$ cat src/rtl/regfile_wb_ctrl_if.sv
// regfile_wb_ctrl_if: source handshakes and register-file write port of regfile_wb_ctrl
// pend_mask exists only when WB_PEND_SCOREBOARD_EN is defined.
interface regfile_wb_ctrl_if;
    logic        alu_valid;
    logic [4:0]  alu_rd;
    logic [31:0] alu_data;
    logic        alu_ready;
    logic        ld_valid;
    logic [4:0]  ld_rd;
    logic [31:0] ld_data;
    logic        ld_ready;
    logic        write_en;
    logic [4:0]  reg_dest;
    logic [31:0] write_back;
`ifdef WB_PEND_SCOREBOARD_EN
    logic [31:0] pend_mask;
`endif
    modport master (
        output alu_valid, alu_rd, alu_data, ld_valid, ld_rd, ld_data,
        input  alu_ready, ld_ready, write_en, reg_dest, write_back
`ifdef WB_PEND_SCOREBOARD_EN
        , input pend_mask
`endif
    );
    modport slave (
        input  alu_valid, alu_rd, alu_data, ld_valid, ld_rd, ld_data,
        output alu_ready, ld_ready, write_en, reg_dest, write_back
`ifdef WB_PEND_SCOREBOARD_EN
        , output pend_mask
`endif
    );
endinterface

$ cat src/rtl/regfile_wb_ctrl.sv
// regfile_wb_ctrl: round-robin write-back of ALU and load results through private 2-deep FIFOs
// Optional registered pending-destination mask under WB_PEND_SCOREBOARD_EN.
module regfile_wb_ctrl (
    input logic clk,
    input logic rst,
    regfile_wb_ctrl_if.slave bus
);
    localparam logic LD = 1'b1;
    logic [1:0]  valid, ready, push, pop, wp, rp, n_wp, n_rp;
    logic [4:0]  rd_in [2];
    logic [31:0] data_in [2];
    logic [4:0]  mem_rd [2][2], n_mem_rd [2][2];
    logic [31:0] mem_data [2][2], n_mem_data [2][2];
    logic [1:0]  cnt [2], n_cnt [2];
    logic        last_grant, n_last, gnt, sel, n_we;
    logic [4:0]  n_dest;
    logic [31:0] n_wb;
    assign valid      = {bus.ld_valid, bus.alu_valid};
    assign rd_in[0]   = bus.alu_rd;
    assign rd_in[1]   = bus.ld_rd;
    assign data_in[0] = bus.alu_data;
    assign data_in[1] = bus.ld_data;
    // ready looks at occupancy only, so a full FIFO never passes through on a pop
    assign ready[0]   = (cnt[0] != 2'd2) && !rst;
    assign ready[1]   = (cnt[1] != 2'd2) && !rst;
    assign bus.alu_ready = ready[0];
    assign bus.ld_ready  = ready[1];
    assign gnt = (cnt[0] != 2'd0) || (cnt[1] != 2'd0);
    assign sel = (cnt[0] != 2'd0 && cnt[1] != 2'd0) ? ~last_grant : (cnt[1] != 2'd0);
    always_comb begin
        n_mem_rd   = mem_rd;
        n_mem_data = mem_data;
        n_wp       = wp;
        n_rp       = rp;
        n_cnt      = cnt;
        push       = '0;
        pop        = '0;
        for (int s = 0; s < 2; s++) begin
            push[s] = valid[s] && ready[s] && (rd_in[s] != 5'd0);
            pop[s]  = gnt && (sel == 1'(s));
            n_rp[s] = pop[s] ? ~rp[s] : rp[s];
            n_wp[s] = push[s] ? ~wp[s] : wp[s];
            if (push[s]) begin
                n_mem_rd[s][wp[s]]   = rd_in[s];
                n_mem_data[s][wp[s]] = data_in[s];
            end
            n_cnt[s] = cnt[s] + {1'b0, push[s]} - {1'b0, pop[s]};
        end
        n_we   = gnt;
        n_dest = gnt ? mem_rd[sel][rp[sel]] : bus.reg_dest;
        n_wb   = gnt ? mem_data[sel][rp[sel]] : bus.write_back;
        n_last = gnt ? sel : last_grant;
    end
`ifdef WB_PEND_SCOREBOARD_EN
    logic [31:0] n_mask;
    // mask reflects the state being loaded, so it tracks enqueue and retire edges directly
    always_comb begin
        n_mask = '0;
        for (int s = 0; s < 2; s++)
            for (int k = 0; k < 2; k++)
                if (n_cnt[s] == 2'd2 || (n_cnt[s] == 2'd1 && 1'(k) == n_rp[s]))
                    n_mask[n_mem_rd[s][k]] = 1'b1;
        if (n_we)
            n_mask[n_dest] = 1'b1;
        n_mask[0] = 1'b0;
    end
    always_ff @(posedge clk or posedge rst)
        if (rst)
            bus.pend_mask <= '0;
        else
            bus.pend_mask <= n_mask;
`endif
    always_ff @(posedge clk or posedge rst) begin
        if (rst) begin
            mem_rd         <= '{default: '0};
            mem_data       <= '{default: '0};
            cnt            <= '{default: '0};
            wp             <= '0;
            rp             <= '0;
            last_grant     <= LD;
            bus.write_en   <= 1'b0;
            bus.reg_dest   <= '0;
            bus.write_back <= '0;
        end else begin
            mem_rd         <= n_mem_rd;
            mem_data       <= n_mem_data;
            cnt            <= n_cnt;
            wp             <= n_wp;
            rp             <= n_rp;
            last_grant     <= n_last;
            bus.write_en   <= n_we;
            bus.reg_dest   <= n_dest;
            bus.write_back <= n_wb;
        end
    end
endmodule

$ cat src/flat_wrapper.sv
// flat-port wrapper written by rule: the top's interface ports become plain ports
module regfile_wb_ctrl_flat 
  (clk, rst, bus_alu_valid, bus_alu_rd, bus_alu_data, bus_ld_valid, bus_ld_rd, bus_ld_data, bus_alu_ready, bus_ld_ready, bus_write_en, bus_reg_dest, bus_write_back);
  regfile_wb_ctrl_if bus_i ();
  input logic clk;
  input logic rst;
  input wire logic [$bits(bus_i.alu_valid)-1:0] bus_alu_valid;
  input wire logic [$bits(bus_i.alu_rd)-1:0] bus_alu_rd;
  input wire logic [$bits(bus_i.alu_data)-1:0] bus_alu_data;
  input wire logic [$bits(bus_i.ld_valid)-1:0] bus_ld_valid;
  input wire logic [$bits(bus_i.ld_rd)-1:0] bus_ld_rd;
  input wire logic [$bits(bus_i.ld_data)-1:0] bus_ld_data;
  output wire logic [$bits(bus_i.alu_ready)-1:0] bus_alu_ready;
  output wire logic [$bits(bus_i.ld_ready)-1:0] bus_ld_ready;
  output wire logic [$bits(bus_i.write_en)-1:0] bus_write_en;
  output wire logic [$bits(bus_i.reg_dest)-1:0] bus_reg_dest;
  output wire logic [$bits(bus_i.write_back)-1:0] bus_write_back;
  assign bus_i.alu_valid = bus_alu_valid;
  assign bus_i.alu_rd = bus_alu_rd;
  assign bus_i.alu_data = bus_alu_data;
  assign bus_i.ld_valid = bus_ld_valid;
  assign bus_i.ld_rd = bus_ld_rd;
  assign bus_i.ld_data = bus_ld_data;
  assign bus_alu_ready = bus_i.alu_ready;
  assign bus_ld_ready = bus_i.ld_ready;
  assign bus_write_en = bus_i.write_en;
  assign bus_reg_dest = bus_i.reg_dest;
  assign bus_write_back = bus_i.write_back;
  regfile_wb_ctrl u_core (.clk(clk), .rst(rst), .bus(bus_i));
endmodule
$ cat config.mk
export PLATFORM = sky130hd
export DESIGN_NAME = regfile_wb_ctrl_flat
export DESIGN_NICKNAME = d
export VERILOG_FILES = /design/src/rtl/regfile_wb_ctrl_if.sv /design/src/rtl/regfile_wb_ctrl.sv /design/src/flat_wrapper.sv
export SDC_FILE = /design/constraint.sdc
export NUM_CORES = 1
export LEC_CHECK = 0
export ABC_AREA = 1
export BUFFER_PORTS_ARGS = -buffer_cell sky130_fd_sc_hd__buf_2
export CORE_UTILIZATION = 63
export DETAILED_ROUTE_END_ITERATION = 16
export GPL_TIMING_DRIVEN = 0
export HOLD_SLACK_MARGIN = 0.15
export PLACE_DENSITY = 0.86
export SLEW_MARGIN = 20
export SYNTH_ARGS = -nofsm -noshare
export SYNTH_HDL_FRONTEND = slang
export SYNTH_SLANG_ARGS = --single-unit
export TNS_END_PERCENT = 100
$ cat constraint.sdc
create_clock -name clk -period 13.55 [get_ports clk]
set_input_delay 4.065 -clock clk [delete_from_list [all_inputs] [get_ports clk]]
set_output_delay 4.065 -clock clk [all_outputs]
set_load 0.01 [all_outputs]
# --- Word-level counts from Yosys, hierarchy flattened ---
# Index checks and enable logic that the tools add are counted.
word_totals:
  in_bits: 78
  elab_cells: 85
  output_inout_bits: 40
  ff_bits: 195
classes:
  n_mux: 27
  n_lt_le_gt_ge: 7
  eq_ne: 2
  n_reduce_logical: 17
  n_addsub: 4
  bitwise: 10
op_table:
  columns: ["operator", "n"]
  rows:
  - ["64-bit two-way mux", 3]
  - ["32-bit two-way mux", 5]
  - ["64-bit bitwise mux", 2]
  - ["32-bit demux with 1-bit select", 2]
  - ["10-bit two-way mux", 3]
  - ["5-bit two-way mux", 5]
  - ["10-bit bitwise mux", 2]
  - ["1-bit logical AND", 11]
  - ["5-bit demux with 1-bit select", 2]
  - ["5-bit nonzero test", 2]
  - ["2-bit greater-or-equal comparator, second input constant", 4]
  - ["1-bit inverter with 2-bit output", 4]
  - ["1-bit inverter", 6]
  - ["2-bit by 1-bit adder with 2-bit output", 2]
  - ["2-bit by 1-bit < comparator with 1-bit output, second input constant", 2]
  - ["2-bit inequality test, second input constant", 2]
  - ["2-bit nonzero test", 2]
  - ["2-bit by 1-bit subtractor with 2-bit output", 2]
  - ["1-bit two-way mux", 3]
  - ["1-bit by 2-bit < comparator with 1-bit output, second input constant", 1]
  - ["1-bit zero test", 1]
  - ["1-bit logical OR", 1]

# --- Depth between registers and ports, before layout ---
# Gate-level depths: netlist of the first run.
logic_depth:
  depth_word: 10
  mapped_depth: 10
  depth_no_buf: 9

# --- Worst setup path after synthesis of the first run ---
# OpenSTA, ideal clock, no wires.
synth_path:
  path_kind: "input -> output"
  from: "input rst"
  to: "output bus_alu_ready"
  arrival_time_ns: 4.212
  path_slack_ns: 5.273
  required_ns: 9.485
  cell_stages: 1
  path_buffers: 0
  cell_sequence: "a21oi_2"
synth_between:
  elab_chain_cells: 2
synth_rtl:
  columns: ["element", "line_no", "rtl"]
  rows:
  - ["start, declared", "flat_wrapper.sv:6", "input logic rst;"]
  - ["1-bit zero test", "regfile_wb_ctrl.sv:24", "assign ready[0] = (cnt[0] != 2'd2) && !rst;"]
  - ["1-bit logical AND", "regfile_wb_ctrl.sv:24", null]
  - ["end, declared", "flat_wrapper.sv:13", "output wire logic [$bits(bus_i.alu_ready)-1:0] bus_alu_ready;"]
# Every way passes these cells.

# --- Worst setup path in the final report of the first run ---
layout_path:
  from: "input rst"
  to: "output bus_ld_ready"
layout_between:
  elab_chain_cells: 2
layout_rtl:
  columns: ["element", "line_no", "rtl"]
  rows:
  - ["1-bit zero test", "regfile_wb_ctrl.sv:25", "assign ready[1] = (cnt[1] != 2'd2) && !rst;"]
  - ["1-bit logical AND", "regfile_wb_ctrl.sv:25", null]
  - ["end, declared", "flat_wrapper.sv:14", "output wire logic [$bits(bus_i.ld_ready)-1:0] bus_ld_ready;"]
# Every way passes these cells.

==> flow_metrics.tcl, run 1 <==
set metrics [dict create \
    post-cts-setup-buffers 0 \
    slew_viol_final 0 \
    worstRegToRegCells 9 \
    postCtsResizedCells 0 \
    die-height_um 123 \
    status "completed" \
    post-dp-hpwl_um 16800 \
    postSynthAreaPerCell_um2 7.64 \
    path_cells "buf_2 -> a21oi_2 -> buf_2" \
    synth.lib_cells_used.distinct 25 \
    yosysWarningCount 0 \
    io_buffer_count 117 \
    gp_congestion 0.884 \
    worst_r2r_startpoint "u_core.cnt[3]" \
    design.core.area_um2 14500 \
    timing.max_slew.rel_slack_pct 59.2 \
    drt_first_pass_iters 8 \
    first_global_vias 8507 \
    drv_cap 0 \
    postSynthCellCount 1216 \
    ir_drop_v 0.000173 \
    rsz_0062_raised_after_global_routing "false" \
    cp_slowest_stage_delay_ps 150 \
    synthTopCellsByArea "dfrtp_1, nand2_1, nand3_1" \
    holdCritPathClass "reg -> reg" \
    ios 118 \
    nNetsFinal 1436 \
    min_clock_period_post_route_ps 8570 \
    syn-cell-area_um2 9290 \
    first_iter_violations 938 \
    root_buffer "clkbuf_16" \
    number_of_vias_per_cell 5.58 \
    syn-num-nets 1298 \
    worstPathRequired_ps 9480 \
    ys_seq_elements 195 \
    diodes 0 \
    clk_latency_ps 440 \
    ant_nets 0 \
    detail_route.wirelength_um 25500 \
    yosysSeqAreaShare_pct 52.5 \
    worst-path-max-fanout 3 \
    min_period_over_period_pct 63.2 \
    cp_slowest_cell "buf_2" \
    hold-worst-slack_ps 475 \
    ff_latch_area_um2 4880 \
    synth.largest_area_cell "dfrtp_1" \
    share_of_cells_above_drive_strength_1_pct 16.2 \
    floorplan_row_count 44 \
    vias 8657 \
    fin_setup_tns_ps 0 \
    finalInstanceArea_um2 10800 \
    critical_path.startpoint_type "input port" \
    max_clock_freq_ghz 0.117 \
    cts.clk_slew.worst_paths_ps 70 \
    clock_sink_total 195 \
    power.density_cell_area_nw_per_um2 280 \
    design.die.area_um2 15200 \
    yosysTopAreaCellShare_pct 52.3 \
    report.power.total_mw 3.04 \
    final.fill_count 1114 \
    numCtsBuffers 17 \
    floorplan.die.width_um 123 \
    cts_hold_buffers 0 \
    grt_first_pass_wirelength_um 41200 \
    leakage_power_nw 5.89 \
    final_common_cell "nand2_1" \
    crit_path_start "rst" \
    worst_path_most_repeated_cell "buf_2" \
    worst_ep_arrival_time_ps 4500 \
    commonest_cells_after_routing_fill_and_taps_aside "nand2_1, dfrtp_1, buf_2" \
    hold_path.startpoint "u_core.bus.write_back[18]" \
    grt_start_max_net_pins 82 \
    antenna_found_initial 0 \
    timing.critical_path.to_type "output port" \
    final_core_utilization_pct 74.8 \
    timing.final.hold_violations 0 \
    grt_util_all_layers_pct 36.0 \
    area_growth_syn_to_layout_pct 16.6 \
    worst_clock_skew_ps 6.86 \
    drc 0 \
    floorplan.initialDensity_pct 64.2 \
    detailed_place.area_um2 10200 \
    worst_margin_slew_ps 613 \
    worst_hold_path.num_cells 2 \
    multiInputGateArea_um2 3500 \
    timing.final.setup_violations 0 \
    tritoncts_clock_tree "built" \
    post_drt_wl_per_cell_um 16.4 \
    cts_max_level 4 \
    globalRouteOverflowTotal 0 \
    timing.setup.critical_path_class "in -> out" \
    buffer_depth_of_the_longest_clock_path 2 \
]
==> per-layer routing <==
layer | up-vias | global-route usage [%] | part of all wire, %
li1 | 4038 | - | -
met1 | 4102 | 46.6 | 41
met2 | 438 | 58.3 | 48
met3 | 79 | 7.24 | 8.1
met4 | 0 | 17.0 | 3.2
met5 | - | 0 | 0
==> report_power, final <==
part           switching [mW]  internal [mW]
sequential              0.123          0.879
clock                   0.226          0.344
combinational           0.968          0.497
total                    1.32           1.72
==> worst paths after layout <==
| check | to | slack [ps] |
|---|---|---|
| worst max register to register | u_core.cnt[3] | 11410 |
| min in group asynchronous | u_core.wp[1] | 3650 |
| worst max-delay path | bus_ld_ready | 4980 |
| worst min register to register | u_core.bus.write_back[18] | 480 |
| worst min-delay path | u_core.bus.write_back[18] | 480 |
| max in group asynchronous | u_core.mem_data[77] | 8850 |
==> stage by stage <==
stage | std cells | worst slack (ps)
2_1_floorplan | 1216 | 4170
3_3_place_gp | 1517 | 2130
5_1_grt | 1551 | 4970
3_5_place_dp | 1519 | 4980
4_1_cts | 1551 | 4980
6_report | 1551 | 4980
==> sequential cells by signal (all words and copies together), names as in the netlist <==
register               count
u_core.bus.write_en        1
u_core.bus.reg_dest        5
u_core.rp                  2
u_core.cnt                 4
u_core.last_grant          1
u_core.mem_data          128
u_core.wp                  2
u_core.mem_rd             20
u_core.bus.write_back     32
==> synth_stat cells <==
| master | instances |
|---|---|
| a21oi_1 | 2 |
| inv_2 | 3 |
| dfstp_2 | 1 |
| buf_6 | 6 |
| xor2_1 | 1 |
| inv_1 | 120 |
| dfrtp_1 | 194 |
| nor2_1 | 9 |
| buf_2 | 36 |
| o21ai_1 | 61 |
| clkbuf_1 | 17 |
| nand2_1 | 528 |
| nor2_2 | 2 |
| buf_1 | 3 |
| nand2_2 | 2 |
| ha_1 | 4 |
| nand3_1 | 111 |
| o21ai_2 | 1 |
| buf_4 | 17 |
| a21oi_2 | 2 |
| o21ai_0 | 87 |
| and2_1 | 2 |
| xnor2_1 | 4 |
| nor3_1 | 2 |
| nand3b_1 | 1 |
==> final cells by class <==
type	count	share of cell area (%)
Sequential cell	195	45.0
Multi-Input combinational cell	819	32.3
Timing Repair Buffer	119	5.91
Clock buffer	21	4.34
Inverter	123	4.33
Buffer	79	4.16
Tap cell	184	2.12
Clock inverter	11	1.82
==> critical path: cells and delay by family <==
| family | cells | cell delay [ps] |
|---|---|---|
| AOI/OAI and AO/OA | 1 | 140 |
| buffers and inverters | 2 | 300 |
==> cells by family (layout without fill, tap and decap cells) <==
| kind of cell | count (synthesis) | count (layout) | share of synthesized area (%) |
|---|---|---|---|
| AO/OA/AOI/OAI | 153 | 153 | 8.36 |
| XOR/XNOR | 5 | 5 | 0.471 |
| adder cells (fa/ha/maj) | 4 | 4 | 0.539 |
| buffers and inverters | 202 | 353 | 9.82 |
| flip-flops | 195 | 195 | 52.5 |
| AND/OR/NAND/NOR | 657 | 657 | 28.3 |
No activity file was read; power rests on OpenSTA's default activity.
==> run 2, diff against run 1 <==
--- a/config.mk
+++ b/config.mk
@@ -7,11 +7,11 @@
 export LEC_CHECK = 0
 export ABC_AREA = 1
 export BUFFER_PORTS_ARGS = -buffer_cell sky130_fd_sc_hd__buf_2
-export CORE_UTILIZATION = 63
+export CORE_UTILIZATION = 53
 export DETAILED_ROUTE_END_ITERATION = 16
 export GPL_TIMING_DRIVEN = 0
 export HOLD_SLACK_MARGIN = 0.15
-export PLACE_DENSITY = 0.86
+export PLACE_DENSITY = 0.77
 export SLEW_MARGIN = 20
 export SYNTH_ARGS = -nofsm -noshare
 export SYNTH_HDL_FRONTEND = slang
==> constraint.sdc (replaced) <==
create_clock -name clk -period 7.4 [get_ports clk]
set_input_delay 2.22 -clock clk [delete_from_list [all_inputs] [get_ports clk]]
set_output_delay 2.22 -clock clk [all_outputs]
set_load 0.01 [all_outputs]
==> run 2 against run 1 <==
  * Routed wire length grew 0.84%
  * Setup slack lost 2500 ps
  * Clock skew grew 2.2 ps
  * Cell area grew 0.53%
  * Combinational power grew 83%
  * Sequential cell count is the same
  * Utilization shrank 11 points
  * First-iteration DRC count shrank 26%
  * Sequential power grew 83%
  * Sequential share of layout area shrank 0.24 points
  * Critical path type unchanged
  * Critical endpoint unchanged
==> flow_metrics.tcl, run 2 (synthesis results as in run 1) <==
set metrics [dict create \
    holdCritPathClass "reg -> reg" \
    diodes 0 \
    vias 8469 \
    root_buffer "clkbuf_16" \
    max_clock_freq_ghz 0.205 \
    critical_path.startpoint_type "input port" \
    timing.final.hold_violations 0 \
    design.core.area_um2 17200 \
    floorplan.die.width_um 134 \
    cts.clk_slew.worst_paths_ps 60 \
    floorplan_row_count 48 \
    worst_ep_arrival_time_ps 2650 \
    io_buffer_count 117 \
    worstPathRequired_ps 5180 \
    post-dp-hpwl_um 17700 \
    design.die.area_um2 18100 \
    timing.critical_path.to_type "output port" \
    status "completed" \
    floorplan.initialDensity_pct 54.1 \
    grt_first_pass_wirelength_um 41800 \
    nNetsFinal 1440 \
    number_of_vias_per_cell 5.32 \
    max_flop_register "u_core.mem_data" \
    number_of_flip_flops_under_the_largest_register_name 128 \
    detail_route.wirelength_um 25700 \
    timing.max_slew.rel_slack_pct 58.6 \
    cts_hold_buffers 0 \
    ir_drop_v 0.000286 \
    worst_clock_skew_ps 9.11 \
    share_of_cells_above_drive_strength_1_pct 16.2 \
    ant_nets 0 \
    area_growth_syn_to_layout_pct 17.3 \
    antenna_found_initial 0 \
    timing.final.setup_violations 0 \
    worst-path-max-fanout 3 \
    post-cts-setup-buffers 0 \
    drt_first_pass_iters 6 \
    numCtsBuffers 17 \
    grt_util_all_layers_pct 30.4 \
    drc 0 \
    ios 118 \
    first_global_vias 8359 \
    leakage_power_nw 5.88 \
    pre_cts_slack_ps 2520 \
    first_iter_violations 695 \
    post-route-worst-setup-slack_ps 2530 \
    buffer_depth_of_the_longest_clock_path 2 \
    die-height_um 134 \
    power.density_cell_area_nw_per_um2 503 \
    tritoncts_clock_tree "built" \
    drv_cap 0 \
    gp_congestion 0.836 \
    min_period_over_period_pct 65.8 \
    globalRouteOverflowTotal 0 \
    timing.setup.critical_path_class "in -> out" \
    postCtsResizedCells 0 \
    clock_sink_total 195 \
    fin_setup_tns_ps 0 \
    min_clock_period_post_route_ps 4870 \
    layout_top_registers "u_core.mem_data x128, u_core.bus.write_back x32, u_core.mem_rd x20" \
    rsz_0062_raised_after_global_routing "false" \
    clk_latency_ps 450 \
    post_drt_wl_per_cell_um 16.1 \
    cts_max_level 4 \
    commonest_cells_after_routing_fill_and_taps_aside "nand2_1, dfrtp_1, buf_2" \
    slew_viol_final 0 \
    grt_start_max_net_pins 33 \
    final_common_cell "nand2_1" \
    worst_margin_slew_ps 621 \
]
## run 2: final cells by class
class                           count  area (um2)
Buffer                             79         450
Clock buffer                       20         457
Clock inverter                      9         156
Fill cell                        1560        6280
Inverter                          123         465
Multi-Input combinational cell    819        3500
Sequential cell                   195        4880
Tap cell                          225         282
Timing Repair Buffer              123         706
## run 2: critical path, cell delays in order
cell	delay, ps
buf_2	130
a21oi_2	130
buf_2	160
## run 2: where the power goes
| part | total (mW) | leakage (nW) | internal (mW) | switching, mW |
|---|---|---|---|---|
| clock network | 0.981 | 0.290 | 0.578 | 0.404 |
| logic | 2.67 | 3.21 | 0.914 | 1.75 |
| registers | 1.83 | 2.38 | 1.61 | 0.221 |
| total | 5.48 | 5.88 | 3.10 | 2.38 |
## run 2: layer usage
layer | wire length (um) | global-route usage [%] | part of all wire (%) | vias to the layer above
met1 | 10900 | 39.6 | 42 | 4002
met5 | 0 | 0 | 0 | -
met4 | 794 | 14.5 | 3.1 | 0
li1 | - | - | - | 4046
met2 | 12200 | 49.4 | 47 | 353
met3 | 1840 | 5.37 | 7.2 | 68
## run 2: worst paths after layout
kind / from / endpoint / slack, ps / depth (start not counted)
max in group asynchronous: rst / u_core.mem_data[40] / 4500 / 5
setup / recovery: rst / bus_ld_ready / 2530 / 3
hold / removal: u_core.bus.reg_dest[4] / u_core.bus.reg_dest[4] / 470 / 2
hold reg to reg: u_core.bus.reg_dest[4] / u_core.bus.reg_dest[4] / 470 / 2
min in group asynchronous: rst / u_core.mem_data[24] / 1870 / 2
setup reg to reg: u_core.cnt[3] / u_core.cnt[3] / 5270 / 9
## run 2: stage by stage
step           utilization, %  hold WS [ps]  std cells  instance area [um2]  power (mW)
3_5_place_dp             59.9           454       1564                10300        4.48
2_1_floorplan               -           433       1216                 9290        3.67
5_1_grt                  63.4           489       1593                10900        5.93
6_report                 63.4           475       1593                10900        5.48
3_3_place_gp             59.2           450       1558                10200        4.38
4_1_cts                  63.4           475       1593                10900        5.48
